==> src/rtl/pdm_pkg.sv <==
// Shared definitions for the PDM modulator/decimator pair: FSM states and the
// default window/sample geometry both ends of the link agree on.
package pdm_pkg;

    typedef enum logic {
        ST_IDLE  = 1'b0,
        ST_ACCUM = 1'b1
    } state_e;

    localparam int DEF_WINDOW_LOG2 = 6;
    localparam int DEF_OUT_W       = 5;

endpackage

==> src/rtl/pdm_window_counter.sv <==
// Window position and ones counter for the decimator. Clear empties the window,
// load starts a fresh window with the current bit as its first bit.
module pdm_window_counter
    import pdm_pkg::*;
#(
    parameter int WINDOW_LOG2 = DEF_WINDOW_LOG2
) (
    input  logic                   clk,
    input  logic                   reset,
    input  logic                   clear_i,
    input  logic                   load_i,
    input  logic                   inc_i,
    input  logic                   bit_i,
    output logic [WINDOW_LOG2:0]   ones_cnt_o,
    output logic                   last_o
);

    localparam logic [WINDOW_LOG2-1:0] WIN_ONE = {{(WINDOW_LOG2-1){1'b0}}, 1'b1};

    logic [WINDOW_LOG2-1:0] win_cnt_q;
    logic [WINDOW_LOG2:0]   ones_cnt_q;
    logic [WINDOW_LOG2:0]   bit_ext;

    assign bit_ext = {{WINDOW_LOG2{1'b0}}, bit_i};

    always_ff @(posedge clk or posedge reset) begin
        if (reset) begin
            win_cnt_q  <= '0;
            ones_cnt_q <= '0;
        end else if (clear_i) begin
            win_cnt_q  <= '0;
            ones_cnt_q <= '0;
        end else if (load_i) begin
            win_cnt_q  <= WIN_ONE;
            ones_cnt_q <= bit_ext;
        end else if (inc_i) begin
            win_cnt_q  <= win_cnt_q + WIN_ONE;
            ones_cnt_q <= ones_cnt_q + bit_ext;
        end
    end

    assign ones_cnt_o = ones_cnt_q;
    assign last_o     = (win_cnt_q == '1);

endmodule

==> src/rtl/pdm_decimator.sv <==
// Boxcar PDM decimator: counts ones over 2**WINDOW_LOG2 bits and emits a
// saturated OUT_W-bit sample per window, with clip/stable status.
module pdm_decimator
    import pdm_pkg::*;
#(
    parameter int WINDOW_LOG2 = DEF_WINDOW_LOG2,
    parameter int OUT_W       = DEF_OUT_W
) (
    input  logic             clk,
    input  logic             reset,
    input  logic             enable,
    input  logic             sync,
    input  logic             pdm_in,
    output logic [OUT_W-1:0] sample,
    output logic             sample_valid,
    output logic             clip,
    output logic             stable,
    output logic             busy
);

    generate
        if (WINDOW_LOG2 < OUT_W) begin : g_param_check
            $error("pdm_decimator: WINDOW_LOG2 must be >= OUT_W");
        end
    endgenerate

    localparam int                   SHIFT      = WINDOW_LOG2 - OUT_W;
    localparam int                   FULL_SCALE = (1 << OUT_W) - 1;
    localparam logic [WINDOW_LOG2:0] FULL_W     = (WINDOW_LOG2+1)'(FULL_SCALE);

    state_e           state_q;
    logic [OUT_W-1:0] sample_q;
    logic             sample_valid_q;
    logic             clip_q;
    logic             stable_q;
    logic             have_prev_q;

    logic                 in_accum;
    logic                 last_bit;
    logic                 cnt_clear;
    logic                 cnt_load;
    logic                 cnt_inc;
    logic [WINDOW_LOG2:0] ones_cnt;
    logic [WINDOW_LOG2:0] total;
    logic [WINDOW_LOG2:0] scaled;
    logic [OUT_W-1:0]     sample_d;
    logic                 clip_d;
    logic                 stable_d;

    assign in_accum = (state_q == ST_ACCUM);

    // sync beats the last-bit close, and a dropped enable beats both
    assign cnt_load  = in_accum && enable && sync;
    assign cnt_clear = !in_accum || !enable || (!sync && last_bit);
    assign cnt_inc   = in_accum && enable && !sync && !last_bit;

    pdm_window_counter #(
        .WINDOW_LOG2 (WINDOW_LOG2)
    ) u_win_cnt (
        .clk        (clk),
        .reset      (reset),
        .clear_i    (cnt_clear),
        .load_i     (cnt_load),
        .inc_i      (cnt_inc),
        .bit_i      (pdm_in),
        .ones_cnt_o (ones_cnt),
        .last_o     (last_bit)
    );

    // total can reach exactly 2**WINDOW_LOG2, which is why it carries one extra bit
    assign total    = ones_cnt + {{WINDOW_LOG2{1'b0}}, pdm_in};
    assign scaled   = total >> SHIFT;
    assign clip_d   = (scaled > FULL_W);
    assign sample_d = clip_d ? '1 : scaled[OUT_W-1:0];
    assign stable_d = have_prev_q && (sample_d == sample_q);

    always_ff @(posedge clk or posedge reset) begin
        if (reset) begin
            state_q        <= ST_IDLE;
            sample_q       <= '0;
            sample_valid_q <= 1'b0;
            clip_q         <= 1'b0;
            stable_q       <= 1'b0;
            have_prev_q    <= 1'b0;
        end else begin
            sample_valid_q <= 1'b0;
            case (state_q)
                ST_IDLE: begin
                    if (enable) state_q <= ST_ACCUM;
                end
                ST_ACCUM: begin
                    if (!enable) begin
                        state_q <= ST_IDLE;
                    end else if (!sync && last_bit) begin
                        sample_q       <= sample_d;
                        clip_q         <= clip_d;
                        stable_q       <= stable_d;
                        have_prev_q    <= 1'b1;
                        sample_valid_q <= 1'b1;
                    end
                end
                default: state_q <= ST_IDLE;
            endcase
        end
    end

    assign sample       = sample_q;
    assign sample_valid = sample_valid_q;
    assign clip         = clip_q;
    assign stable       = stable_q;
    assign busy         = in_accum;

endmodule

==> config.mk <==
export PLATFORM = sky130hd
export DESIGN_NAME = pdm_decimator
export DESIGN_NICKNAME = d
export VERILOG_FILES = /design/src/rtl/pdm_pkg.sv /design/src/rtl/pdm_window_counter.sv /design/src/rtl/pdm_decimator.sv
export SDC_FILE = /design/constraint.sdc
export NUM_CORES = 1
export LEC_CHECK = 0
export CAP_MARGIN = 15
export CORE_UTILIZATION = 59
export DETAILED_ROUTE_END_ITERATION = 12
export PLACE_DENSITY = 0.82
export SYNTH_ARGS = -nofsm -noshare
export SYNTH_HDL_FRONTEND = slang
export SYNTH_HIERARCHICAL = 1
export SYNTH_SLANG_ARGS = --single-unit
==> constraint.sdc <==
create_clock -name clk -period 5.35 [get_ports clk]
set_clock_uncertainty 0.05 [all_clocks]
set_input_delay 1.07 -clock clk [delete_from_list [all_inputs] [get_ports clk]]
set_output_delay 1.07 -clock clk [all_outputs]
set_load 0.005 [all_outputs]
== Yosys cells after proc, flatten, opt, wreduce, memory -nomap -nowiden ==
Index checks and enable logic that the tools add are counted.

* Register bits: 23

* Reduce and logical (&&, ||, !) cells: 14
* Add/sub/neg operators: 2
* Magnitude comparators: 1
* Muxes and demuxes: 11
* Eq/ne operators: 2

{| class="wikitable"
|+ Operator list
! operator !! count
|-
| two-way mux 7 bit || 3
|-
| two-way mux 6 bit || 3
|-
| adder 7 x 1 -> 7 bit || 1
|-
| adder 6 x 1 -> 6 bit (second input constant) || 1
|-
| == test 6 bit (second input constant) || 1
|-
| greater-than comparator 6 x 5 -> 1 bit (second input constant) || 1
|-
| logical AND 1 bit || 6
|-
| == test 5 bit || 1
|-
| two-way mux 5 bit || 1
|-
| zero test 1 bit || 4
|-
| two-way mux 1 bit || 4
|-
| AND reduction 3 bit || 1
|-
| nonzero test 3 bit || 1
|-
| logical OR 1 bit || 2
|}

== Depth between registers and ports, before layout ==
Gate-level depths: netlist of the first run.

* Depth after elaboration: 6
* Gate-level depth with buffers: 10
* Mapped depth without buffers: 9

== Hierarchy ==
The synthesis of the first run kept the hierarchy.

{| class="wikitable"
|+ By module, submodules not included
! module !! seq. area each (um^2) !! area an instance (um^2) !! times used !! cells each
|-
| pdm_decimator || 250.2 || 666.9 || 1 || 72
|-
| pdm_window_counter || 325.3 || 645.6 || 1 || 63
|}

== Worst setup path before layout of the first run ==
No wires, ideal clock.

* Path kind: input port to flip-flop
* Start point: input pdm_in
* End point: register stable_q (netlist: stable)
* Path buffers: 1
* Stages: 8
* Data arrival time: 2.471 ns
* Library setup time: 0.082 ns
* Data required time: 5.218 ns
* Slack: 2.747 ns
* Cell sequence: and2_1 ha_1 nand2_1 or3_4 and2_4 buf_6 o221a_1 a22oi_2

* Word-level cells in the longest chain between the ends: 5

{| class="wikitable"
|+ Ends and longest elaborated chain
! item !! RTL line !! source
|-
| start: declaration || pdm_decimator.sv:13 || <nowiki>input logic pdm_in,</nowiki>
|-
| adder 7 x 1 -> 7 bit (*) || pdm_decimator.sv:71 || <nowiki>assign total = ones_cnt + {{WINDOW_LOG2{1'b0}}, pdm_in};</nowiki>
|-
| greater-than comparator 6 x 5 -> 1 bit || pdm_decimator.sv:73 || <nowiki>assign clip_d = (scaled > FULL_W);</nowiki>
|-
| two-way mux 5 bit (*) || pdm_decimator.sv:74 || <nowiki>assign sample_d = clip_d ? '1 : scaled[OUT_W-1:0];</nowiki>
|-
| == test 5 bit (*) || pdm_decimator.sv:75 || <nowiki>assign stable_d = have_prev_q && (sample_d == sample_q);</nowiki>
|-
| logical AND 1 bit (*) || pdm_decimator.sv:75 ||
|-
| end signal: assignment || pdm_decimator.sv:97 || <nowiki>stable_q <= stable_d;</nowiki>
|-
| end: declaration || pdm_decimator.sv:35 || <nowiki>logic stable_q;</nowiki>
|}

Every way passes the cells marked *; elsewhere a longest branch is shown, timed or not.
A chain may end at the register's enable or synchronous reset.

== Worst setup path after layout of the first run ==
* Start point: input enable
* End point: register u_win_cnt.ones_cnt_q[5] (netlist: u_win_cnt/ones_cnt_o[5])

* Word-level cells in the longest chain between the ends: 4
* Elaborated cells on any way between the ends: 10

{| class="wikitable"
|+ Ends and longest elaborated chain
! item !! RTL line !! source
|-
| start: declaration || pdm_decimator.sv:11 || <nowiki>input logic enable,</nowiki>
|-
| logical AND 1 bit (3 in series) || pdm_decimator.sv:55 || <nowiki>assign cnt_inc = in_accum && enable && !sync && !last_bit;</nowiki>
|-
| named net cnt_inc || pdm_decimator.sv:42 || <nowiki>logic cnt_inc;</nowiki>
|-
| nonzero test 3 bit (no source line) || n/a ||
|-
| end signal: assignment || pdm_window_counter.sv:35 || <nowiki>ones_cnt_q <= bit_ext;</nowiki>
|-
| end signal: assignment || pdm_window_counter.sv:38 || <nowiki>ones_cnt_q <= ones_cnt_q + bit_ext;</nowiki>
|-
| end: declaration || pdm_window_counter.sv:21 || <nowiki>logic [WINDOW_LOG2:0] ones_cnt_q;</nowiki>
|}

The timed path passes the listed nets, and every way through them passes these cells.

==> results of run 1 <==
[per-layer routing]
layer | vias up | global-route usage, %
met3 | 4 | 3.738
met2 | 30 | 35.62
met4 | 0 | 6.373
met1 | 498 | 28.84
met5 | - | 0
li1 | 502 | -
[registers in the layout (all words and copies together) (netlist names)]
register and cells:
clip 1, busy 1, sample_valid 1, sample 5
stable 1, u_win_cnt/win_cnt_q 6, have_prev_q 1, u_win_cnt/ones_cnt_o 7
[kinds of logic (layout without fill, tap and decap cells)]
| logic type | Yosys count | count (layout) | share of synthesized area, % |
|---|---|---|---|
| flip-flops | 23 | 23 | 43.85 |
| multiplexers | 5 | 5 | 4.004 |
| AO/OA/AOI/OAI | 23 | 23 | 11.72 |
| XOR/XNOR | 12 | 12 | 9.152 |
| buffers and inverters | 9 | 22 | 3.717 |
| AND/OR/NAND/NOR | 58 | 58 | 22.78 |
| adder cells (fa/ha/maj) | 5 | 5 | 4.766 |
[final timing paths]
path                                                     from                             endpoint  slack (ns)  cells past startpoint
max                                                    enable  u_win_cnt/ones_cnt_o[5]$_DFFE_PP0P_        2.16                      6
min                                   have_prev_q$_DFFE_PP0P_              have_prev_q$_DFFE_PP0P_        0.44                      1
max reg2reg                u_win_cnt/win_cnt_q[0]$_DFFE_PP0P_  u_win_cnt/ones_cnt_o[5]$_DFFE_PP0P_        2.67                      7
min reg2reg                           have_prev_q$_DFFE_PP0P_              have_prev_q$_DFFE_PP0P_        0.44                      1
max in group asynchronous                               reset   u_win_cnt/win_cnt_q[3]$_DFFE_PP0P_        3.89                      2
min in group asynchronous                               reset                       busy$_DFF_PP0_        1.01                      2
[cell usage in the layout, fill, tap and decap left out, drive strengths merged, types with 2 or more instances in the layout]
master	count
clkdlybuf4s50	13
dfrtp	23
xnor2	2
inv	5
nor2	18
nand3	5
o21ai	7
ha	5
mux2	2
a21oi	5
and2	3
a31oi	5
or3	5
mux2i	3
or2	2
nand2b	3
nand2	11
clkbuf	4
xor2	9
and3	3
nand4	5
[through the flow]
stage                     std cells  area, µm²
after floorplan                 135       1313
after global placement          171       1446
after detailed placement        171       1446
after CTS                       175       1473
after global routing            175       1473
final                           175       1473
[power by group through the flow]
stage / Combinational (W) / Sequential (W) / Clock (W)
after floorplan: 0.00000912 / 0.000179 / 0
after global placement: 0.0000148 / 0.000179 / 0
after detailed placement: 0.0000155 / 0.000179 / 0
after CTS: 0.0000155 / 0.000176 / 0.0000804
after global routing: 0.0000170 / 0.000176 / 0.0000889
final: 0.0000153 / 0.000176 / 0.0000785
[area by class of cell]
type                    count  area [µm²]
repair buffers             13       130.1
fillers                   143       549.3
multi-input cells         103       688.2
inverters                   5       18.77
flip-flops and latches     23       575.6
well taps                  27       33.78
clock buffers               4       26.28
==> reports/summary.txt, run 1 <==
Final period util: 59.65%
CTS sink count: 23
run status: finished, final reports clean
Gate Count Post-Synth: 135
Clk pin slew, worst setup/hold paths: 0.12 ns
Buffers & Inverters on Critical Path: 1
Area Growth Syn to Fin: 12.20%
die width: 49.17 µm
switching share of power: 22.16%
post-CTS resize count: 0
Max Fanout on Critical Path: 10
total die area: 2417 µm²
hold violation total from the final report: 0
CP Class: primary input to register
first-pass GRT wire length: 4022 µm
ordered list of cells on the worst path: clkdlybuf4s50_1, nand2_1, nor3_1, nand4_1, or3_1, a21oi_1
headroom to the max-slew limit: 24.55%
required time of the critical path: 5.54 ns
count of input and output buffers: 13
TritonCTS clock tree: done
most frequent cell after synthesis: sky130_fd_sc_hd__dfrtp_1
number of max-slew violations in the final report: 0
unrepaired setup endpoints after global routing: no
cells taking the most area after synthesis: sky130_fd_sc_hd__dfrtp_1, sky130_fd_sc_hd__xor2_1, sky130_fd_sc_hd__nor2_1, sky130_fd_sc_hd__ha_1, sky130_fd_sc_hd__nand2_1
total of flip-flops plus latches after synthesis: 23
clock root buffer master: sky130_fd_sc_hd__clkbuf_4
Sw Pwr: 0.00005973 W
Max Clock Freq: 313.4 MHz
met3 WL post-DR: 100 µm
Synth top cells by count: sky130_fd_sc_hd__dfrtp_1, sky130_fd_sc_hd__nor2_1, sky130_fd_sc_hd__nand2_1
number of global-route vias before repair: 1000
number of violations of the max-capacitance limit: 0
overall fraction of global-route tracks in use: 21.52%
share of cells above drive strength 1: 7.432%
number of H-tree branching levels: 1
final antenna-violating net count: 0
proportion of netlist area held by the largest area contributor: 43.85%
total power consumption of the routed design: 0.0002695 W
Yosys Warn Count: 6
number of core rows: 16
number of vias after detailed routing: 1034
part of the total power dissipated in the clock network: 29.1%
maximum number of pins on one net before global-route repair: 14
Synth Area per Inst: 9.722 µm²
peak supply drop: 0.1927 mV
Most used DFF post-synth: sky130_fd_sc_hd__dfrtp_1
Total Neg Setup Slack: 0 ns
number of library cell types mapped by synthesis: 38
total wire length after detailed routing: 2367 µm
CTS max path bufs: 2
post-route setup slack: 2.159 ns
number of nets in the layout: 159
dominant cell type by area after synthesis: sky130_fd_sc_hd__dfrtp_1
Least-Margin Pin Slew: 1.123 ns
# diodes: 0
total core area: 2022 µm²
die height: 49.17 µm
crit path capture type: register
top layer reached by signal wires: met4
hold bufs inserted after CTS: 0
hpwl dp: 1752 µm
GRT Residual Overflow: 0
combinational group share of total power: 5.7%
Post-Place Worst Slack: 1.849 ns
Synth async-reset ratio: 100.0%
slowest cell on the critical path: sky130_fd_sc_hd__nor3_1
kind of cell adding the most delay to the critical path: simple AND/OR/NAND/NOR gates
Met1 Routed Length: 1124 µm
Initial Utilization: 64.91%
net count of the mapped netlist: 145
startpoint type of the worst setup path: primary input
number of synthesized flops with an enable pin: 0
setup fix buffers added after clock tree synthesis: 0
Worst Hold Slack: 0.4407 ns
slowest cell delay on critical path: 0.86 ns
count of final setup violators: 0
core occupancy in the finished layout: 72.83%
post-route DRC violation count: 0
arrival time at the worst endpoint: 3.38 ns
leakage power: 0.6427 nW
initial detailed-routing violation count: 25
sequential power share: 65.2%
wire length on met2: 1123 µm
initial antenna violation count: 0
Hold Path Class: register to register
clock latency on the worst-skew pair: 0.30 ns
number of primary I/O pins: 14
cell area power density: 183.0 nW/µm²
cell area after synthesis: 1313 µm²
Num CTS Buffers: 3
Vias/cell: 5.909
DR pass1 iterations: 5
Routability Congestion: 0.8319
part of the Yosys area used for sequential elements: 43.85%
mean routed wirelength per cell: 13.53 µm
time the worst path needs with I/O delays and setup: 3.191 ns
cell internal power dissipation: 0.0002098 W
No activity file was read; power rests on OpenSTA's default activity.
==> inputs of run 2 (changes only) <==
--- a/config.mk
+++ b/config.mk
@@ -6,9 +6,9 @@
 export NUM_CORES = 1
 export LEC_CHECK = 0
 export CAP_MARGIN = 15
-export CORE_UTILIZATION = 59
+export CORE_UTILIZATION = 50
 export DETAILED_ROUTE_END_ITERATION = 12
-export PLACE_DENSITY = 0.82
+export PLACE_DENSITY = 0.74
 export SYNTH_ARGS = -nofsm -noshare
 export SYNTH_HDL_FRONTEND = slang
 export SYNTH_HIERARCHICAL = 1
==> constraint.sdc (replaced) <==
create_clock -name clk -period 2.6 [get_ports clk]
set_clock_uncertainty 0.05 [all_clocks]
set_input_delay 0.52 -clock clk [delete_from_list [all_inputs] [get_ports clk]]
set_output_delay 0.52 -clock clk [all_outputs]
set_load 0.005 [all_outputs]
==> run 2 against run 1 <==
Wire length grew 8.3%. Non-clock buffer count grew 5. Cell area grew 3.1%. Hold slack gained 0.017 ns. Register-to-register slack lost 2.2 ns. Count of clock-buffer cells in the layout shrank 1. Sequential power grew 110%. Setup slack lost 1.9 ns. Combinational power grew 120%. Die area grew 17%. Global-route usage grew 0.47 points. Sequential share of layout area shrank 1.2 points. Largest power group unchanged.
==> reports/summary.txt, run 2 (synthesized netlist as in run 1, its figures left out) <==
Final period util: 88.43%
Clk pin slew, worst setup/hold paths: 0.13 ns (about the same)
# diodes: 0 (unchanged)
Initial Utilization: 52.98% (-12 points)
die width: 53.24 µm (+8.3%)
time the worst path needs with I/O delays and setup: 2.299 ns
unrepaired setup endpoints after global routing: no
hold bufs inserted after CTS: 0 (unchanged)
final antenna-violating net count: 0 (unchanged)
total die area: 2834 µm² (+17%)
GRT Residual Overflow: 0 (unchanged)
required time of the critical path: 2.80 ns (-2.74 ns)
share of cells above drive strength 1: 11.11% (+3.7 points)
top library cells by usage in the layout, fill and taps aside: sky130_fd_sc_hd__dfrtp_1, sky130_fd_sc_hd__nor2_1, sky130_fd_sc_hd__clkdlybuf4s50_1, sky130_fd_sc_hd__nand2_1, sky130_fd_sc_hd__xor2_1
Least-Margin Pin Slew: 0.4779 ns (-0.6452 ns)
most common cell after layout, fill and taps aside: sky130_fd_sc_hd__dfrtp_1
peak supply drop: 0.3388 mV (+76%)
leakage power: 0.6643 nW (+3.3%)
initial detailed-routing violation count: 22 (-12%)
CTS max path bufs: 2 (unchanged)
Sequential Area: 575.6 µm² (unchanged)
clock latency on the worst-skew pair: 0.32 ns (+0.02 ns)
Routability Congestion: 0.8108 (-2.5%)
TritonCTS clock tree: done
crit path capture type: register
count of input and output buffers: 13 (unchanged)
Filler Cells Inserted: 215 (+50%)
number of vias after detailed routing: 1045 (+1.1%)
footprint of the multi-input gates: 688.2 µm² (unchanged)
first-pass GRT wire length: 4402 µm (+9.4%)
Max Clock Freq: 435.0 MHz
number of primary I/O pins: 14 (unchanged)
number of core rows: 18 (+2)
number of max-slew violations in the final report: 0 (unchanged)
mean routed wirelength per cell: 14.01 µm (+3.6%)
number of non-filler instances in the completed layout: 183 (+4.6%)
Hold Path Class: primary input to async pin
number of violations of the max-capacitance limit: 0 (unchanged)
number of placed instances with taps included: 179 (+4.7%)
Worst Hold Slack: 0.4573 ns (+0.01651 ns)
CTS sink count: 23 (unchanged)
Area Growth Syn to Fin: 15.63%
total wire length after detailed routing: 2564 µm (+8.3%)
startpoint type of the worst setup path: primary input
number of global-route vias before repair: 1027 (+2.7%)
count of final setup violators: 0 (unchanged)
Num CTS Buffers: 3 (unchanged)
arrival time at the worst endpoint: 2.50 ns (-0.88 ns)
post-CTS resize count: 0 (unchanged)
number of nets in the layout: 164 (+3.1%)
die height: 53.24 µm (+8.3%)
number of flip-flops under the largest register name: 7 (unchanged)
Max Fanout on Critical Path: 4 (-6)
setup fix buffers added after clock tree synthesis: 0 (unchanged)
Vias/cell: 5.710 (-3.4%)
headroom to the max-slew limit: 68.10% (+44 points)
hpwl dp: 1991 µm (+14%)
cell area power density: 375.7 nW/µm² (+110%)
total power consumption of the routed design: 0.0005701 W (+110%)
total core area: 2477 µm² (+23%)
number of H-tree branching levels: 1 (unchanged)
clock root buffer master: sky130_fd_sc_hd__clkbuf_4
run status: finished, final reports clean
CP Class: primary input to register
maximum number of pins on one net before global-route repair: 15 (+1)
initial antenna violation count: 0 (unchanged)
overall fraction of global-route tracks in use: 21.99% (+0.47 points)
length in cells of the worst reg-to-reg path: 7 (unchanged)
post-route DRC violation count: 0 (unchanged)
hold violation total from the final report: 0 (unchanged)
DR pass1 iterations: 4 (-1)
run 2: critical path, stage by stage:
cell and delay (ns):
sky130_fd_sc_hd__clkdlybuf4s50_1 0.48, sky130_fd_sc_hd__and2_1 0.13, sky130_fd_sc_hd__ha_1 0.22, sky130_fd_sc_hd__nand2_1 0.09, sky130_fd_sc_hd__or3_4 0.35, sky130_fd_sc_hd__a21bo_2 0.22
sky130_fd_sc_hd__a2111o_1 0.38, sky130_fd_sc_hd__a22oi_2 0.12
run 2: per-layer routing:
layer  wire (µm)  global-route usage [%]
met5           0                       0
met4          47                   10.09
met3          51                   3.736
met2        1265                   35.63
met1        1200                   28.28
run 2: where the power goes:
part           internal [W]  switching (W)  total [W]  leakage, nW
Combinational     0.0000141      0.0000194  0.0000335        0.332
Clock             0.0000588       0.000116   0.000175       0.0139
Sequential         0.000360     0.00000204   0.000362        0.319
run 2: metrics by stage:
stage	TNS (ns)	utilization, %	setup WS, ns	cell area (µm²)
CTS	0	61.26	0.3079	1518
finish	0	61.26	0.3009	1518
global route	0	61.26	0.2419	1518
detailed placement	-0.03753	60.05	-0.03753	1488
floorplan	0	-	0.5467	1313
global placement	0	60.05	0.01768	1488
run 2: path summary, 6_finish.rpt:
kind | from | end | slack [ns]
max in group asynchronous | reset | u_win_cnt/win_cnt_q[2]$_DFFE_PP0P_ | 1.68
worst min register to register | have_prev_q$_DFFE_PP0P_ | have_prev_q$_DFFE_PP0P_ | 0.46
worst max register to register | u_win_cnt/ones_cnt_o[0]$_DFFE_PP0P_ | stable$_DFFE_PP0P_ | 0.48
min in group clk | have_prev_q$_DFFE_PP0P_ | have_prev_q$_DFFE_PP0P_ | 0.46
worst min-delay path | reset | have_prev_q$_DFFE_PP0P_ | 0.46
worst max-delay path | pdm_in | stable$_DFFE_PP0P_ | 0.30
run 2: layout make-up:
cell class              instances  area share, %
inverters                       5          1.237
repair buffers                 18          11.05
flip-flops and latches         23          37.92
clock inverters                 1         0.4946
clock buffers                   3          1.484
multi-input cells             103          45.34
well taps                      30          2.473
==> inputs of run 3 (changes only) <==
--- a/config.mk
+++ b/config.mk
@@ -7,6 +7,7 @@
 export LEC_CHECK = 0
 export CAP_MARGIN = 15
 export CORE_UTILIZATION = 50
+export CTS_BUF_LIST = sky130_fd_sc_hd__clkbuf_16
 export DETAILED_ROUTE_END_ITERATION = 12
 export PLACE_DENSITY = 0.74
 export SYNTH_ARGS = -nofsm -noshare
==> run 3 against run 2 <==
Via count is 0.96% higher. Critical path depth stayed put. Critical endpoint unchanged. Global-route usage rose by 0.51 points. Sequential share of layout area shrank 1.3 points. Total power increased by 29%. Combinational power about the same. Cell area rose by 3.5%.
==> reports/summary.txt, run 3 (synthesized netlist as in run 1, its figures left out) <==
run status: finished, final reports clean
number of flip-flops under the largest register name: 7 (unchanged)
peak supply drop: 0.3844 mV (+13%)
total die area: 2834 µm² (unchanged)
Initial Utilization: 52.98% (unchanged)
initial antenna violation count: 0 (unchanged)
time the worst path needs with I/O delays and setup: 2.371 ns (+0.07201 ns)
met3 WL post-DR: 88 µm (+73%)
cell area power density: 468.2 nW/µm² (+25%)
die height: 53.24 µm (unchanged)
number of nets in the layout: 164 (unchanged)
hold path depth: 1
number of primary I/O pins: 14 (unchanged)
post-route setup slack: 0.2289 ns (-0.07201 ns)
Vias/cell: 5.765 (+0.96%)
Routability Congestion: 0.8108 (unchanged)
wire length on met2: 1326 µm (+4.8%)
Post-Place Worst Slack: -0.03753 ns (unchanged)
number of max-slew violations in the final report: 0 (unchanged)
post-route DRC violation count: 0 (unchanged)
Worst Hold Slack: 0.4348 ns (-0.02243 ns)
hpwl dp: 1991 µm (unchanged)
endpoint of the worst hold path: have_prev_q$_DFFE_PP0P_
Buffers & Inverters on Critical Path: 1 (unchanged)
Hold Path Class: register to register
Area Growth Syn to Fin: 19.64%
Least-Margin Pin Slew: 0.4484 ns (-0.02949 ns)
total core area: 2477 µm² (unchanged)
startpoint type of the worst setup path: primary input
clock latency on the worst-skew pair: 0.26 ns (-0.06 ns)
# diodes: 0 (unchanged)
total wire length after detailed routing: 2692 µm (+5.0%)
Max Fanout on Critical Path: 4 (unchanged)
CP Class: primary input to register
initial detailed-routing violation count: 16 (-27%)
launch instance of the worst min-delay path: have_prev_q$_DFFE_PP0P_
leakage power: 0.6874 nW (+3.5%)
TritonCTS clock tree: done
required time of the critical path: 2.73 ns (-0.07 ns)
CTS sink count: 23 (unchanged)
maximum number of pins on one net before global-route repair: 15 (unchanged)
Met1 Routed Length: 1220 µm (+1.7%)
mean routed wirelength per cell: 14.71 µm (+5.0%)
DR pass1 iterations: 4 (unchanged)
number of non-filler instances in the completed layout: 183 (unchanged)
number of core rows: 18 (unchanged)
Crit path depth: 8 (unchanged)
top library cells by usage in the layout, fill and taps aside: sky130_fd_sc_hd__dfrtp_1, sky130_fd_sc_hd__nor2_1, sky130_fd_sc_hd__clkdlybuf4s50_1, sky130_fd_sc_hd__nand2_1, sky130_fd_sc_hd__xor2_1
hold violation total from the final report: 0 (unchanged)
top layer reached by signal wires: met4
share of cells above drive strength 1: 11.11% (unchanged)
slowest cell on the critical path: sky130_fd_sc_hd__clkdlybuf4s50_1
number of H-tree branching levels: 1 (unchanged)
length in cells of the worst reg-to-reg path: 9 (+2)
count of input and output buffers: 13 (unchanged)
overall fraction of global-route tracks in use: 22.50% (+0.51 points)
kind of cell adding the most delay to the critical path: compound AO/OA/AOI/OAI gates
setup fix buffers added after clock tree synthesis: 0 (unchanged)
first-pass GRT wire length: 4547 µm (+3.3%)
number of placed instances with taps included: 179 (unchanged)
setup slack of the worst register-to-register path: 0.49 ns (about the same)
final antenna-violating net count: 0 (unchanged)
Final period util: 91.20% (+2.8 points)
post-CTS resize count: 0 (unchanged)
clock root buffer master: sky130_fd_sc_hd__clkbuf_16
CTS max path bufs: 2 (unchanged)
critical register-to-register path endpoint: stable$_DFFE_PP0P_
Num CTS Buffers: 3 (unchanged)
ordered list of cells on the worst path: clkdlybuf4s50_1, and2_1, ha_1, nand2_1, or3_4, a21bo_2, a2111o_1, a22oi_2
slowest cell delay on critical path: 0.48 ns (about the same)
unrepaired setup endpoints after global routing: no
hold bufs inserted after CTS: 0 (unchanged)
crit path capture type: register
Clk pin slew, worst setup/hold paths: 0.06 ns (-0.07 ns)
arrival time at the worst endpoint: 2.51 ns (about the same)
r2r startpoint: u_win_cnt/win_cnt_q[0]$_DFFE_PP0P_
count of final setup violators: 0 (unchanged)
GRT Residual Overflow: 0 (unchanged)
number of vias after detailed routing: 1055 (+0.96%)
number of global-route vias before repair: 1049 (+2.1%)
number of violations of the max-capacitance limit: 0 (unchanged)
Max Clock Freq: 421.7 MHz (-3.0%)
most common cell after layout, fill and taps aside: sky130_fd_sc_hd__dfrtp_1
headroom to the max-slew limit: 69.33% (+1.2 points)
die width: 53.24 µm (unchanged)
-- run 3: cell counts in the layout (fill, tap and decap cells not counted) --
No cell type changed its count.
-- run 3: final cells by class --
type | instances | area, µm²
clock inverters | 1 | 7.507
multi-input cells | 103 | 688.2
fillers | 205 | 907.1
clock buffers | 3 | 75.07
well taps | 30 | 37.54
flip-flops and latches | 23 | 575.6
repair buffers | 18 | 167.7
inverters | 5 | 18.77
-- run 3: metrics by stage --
step | utilization, % | TNS (ns) | total power [W] | area (µm²)
floorplan | - | 0 | 0.0003868 | 1313
global placement | 60.05 | 0 | 0.0004007 | 1488
detailed placement | 60.05 | -0.03753 | 0.0004025 | 1488
CTS | 63.38 | 0 | 0.0007461 | 1570
global route | 63.38 | 0 | 0.0007629 | 1570
finish | 63.38 | 0 | 0.0007352 | 1570
-- run 3: routing by layer --
metal  vias up  GRT usage, %
met1       515         28.68
met3         7         3.448
met2        25         36.67
li1        508             -
met4         0         10.96
met5         -             0
-- run 3: report_power, final --
group          total [W]  switching, W  internal, W
clock           0.000340      0.000131     0.000209
sequential      0.000362    0.00000201     0.000360
combinational  0.0000336     0.0000195    0.0000142
-- run 3: worst max path at each step --
stage | start | endpoint
detailed placement | pdm_in | stable$_DFFE_PP0P_
CTS | pdm_in | stable$_DFFE_PP0P_
floorplan | pdm_in | stable$_DFFE_PP0P_
global route | pdm_in | stable$_DFFE_PP0P_
finish | pdm_in | stable$_DFFE_PP0P_
global placement | pdm_in | stable$_DFFE_PP0P_
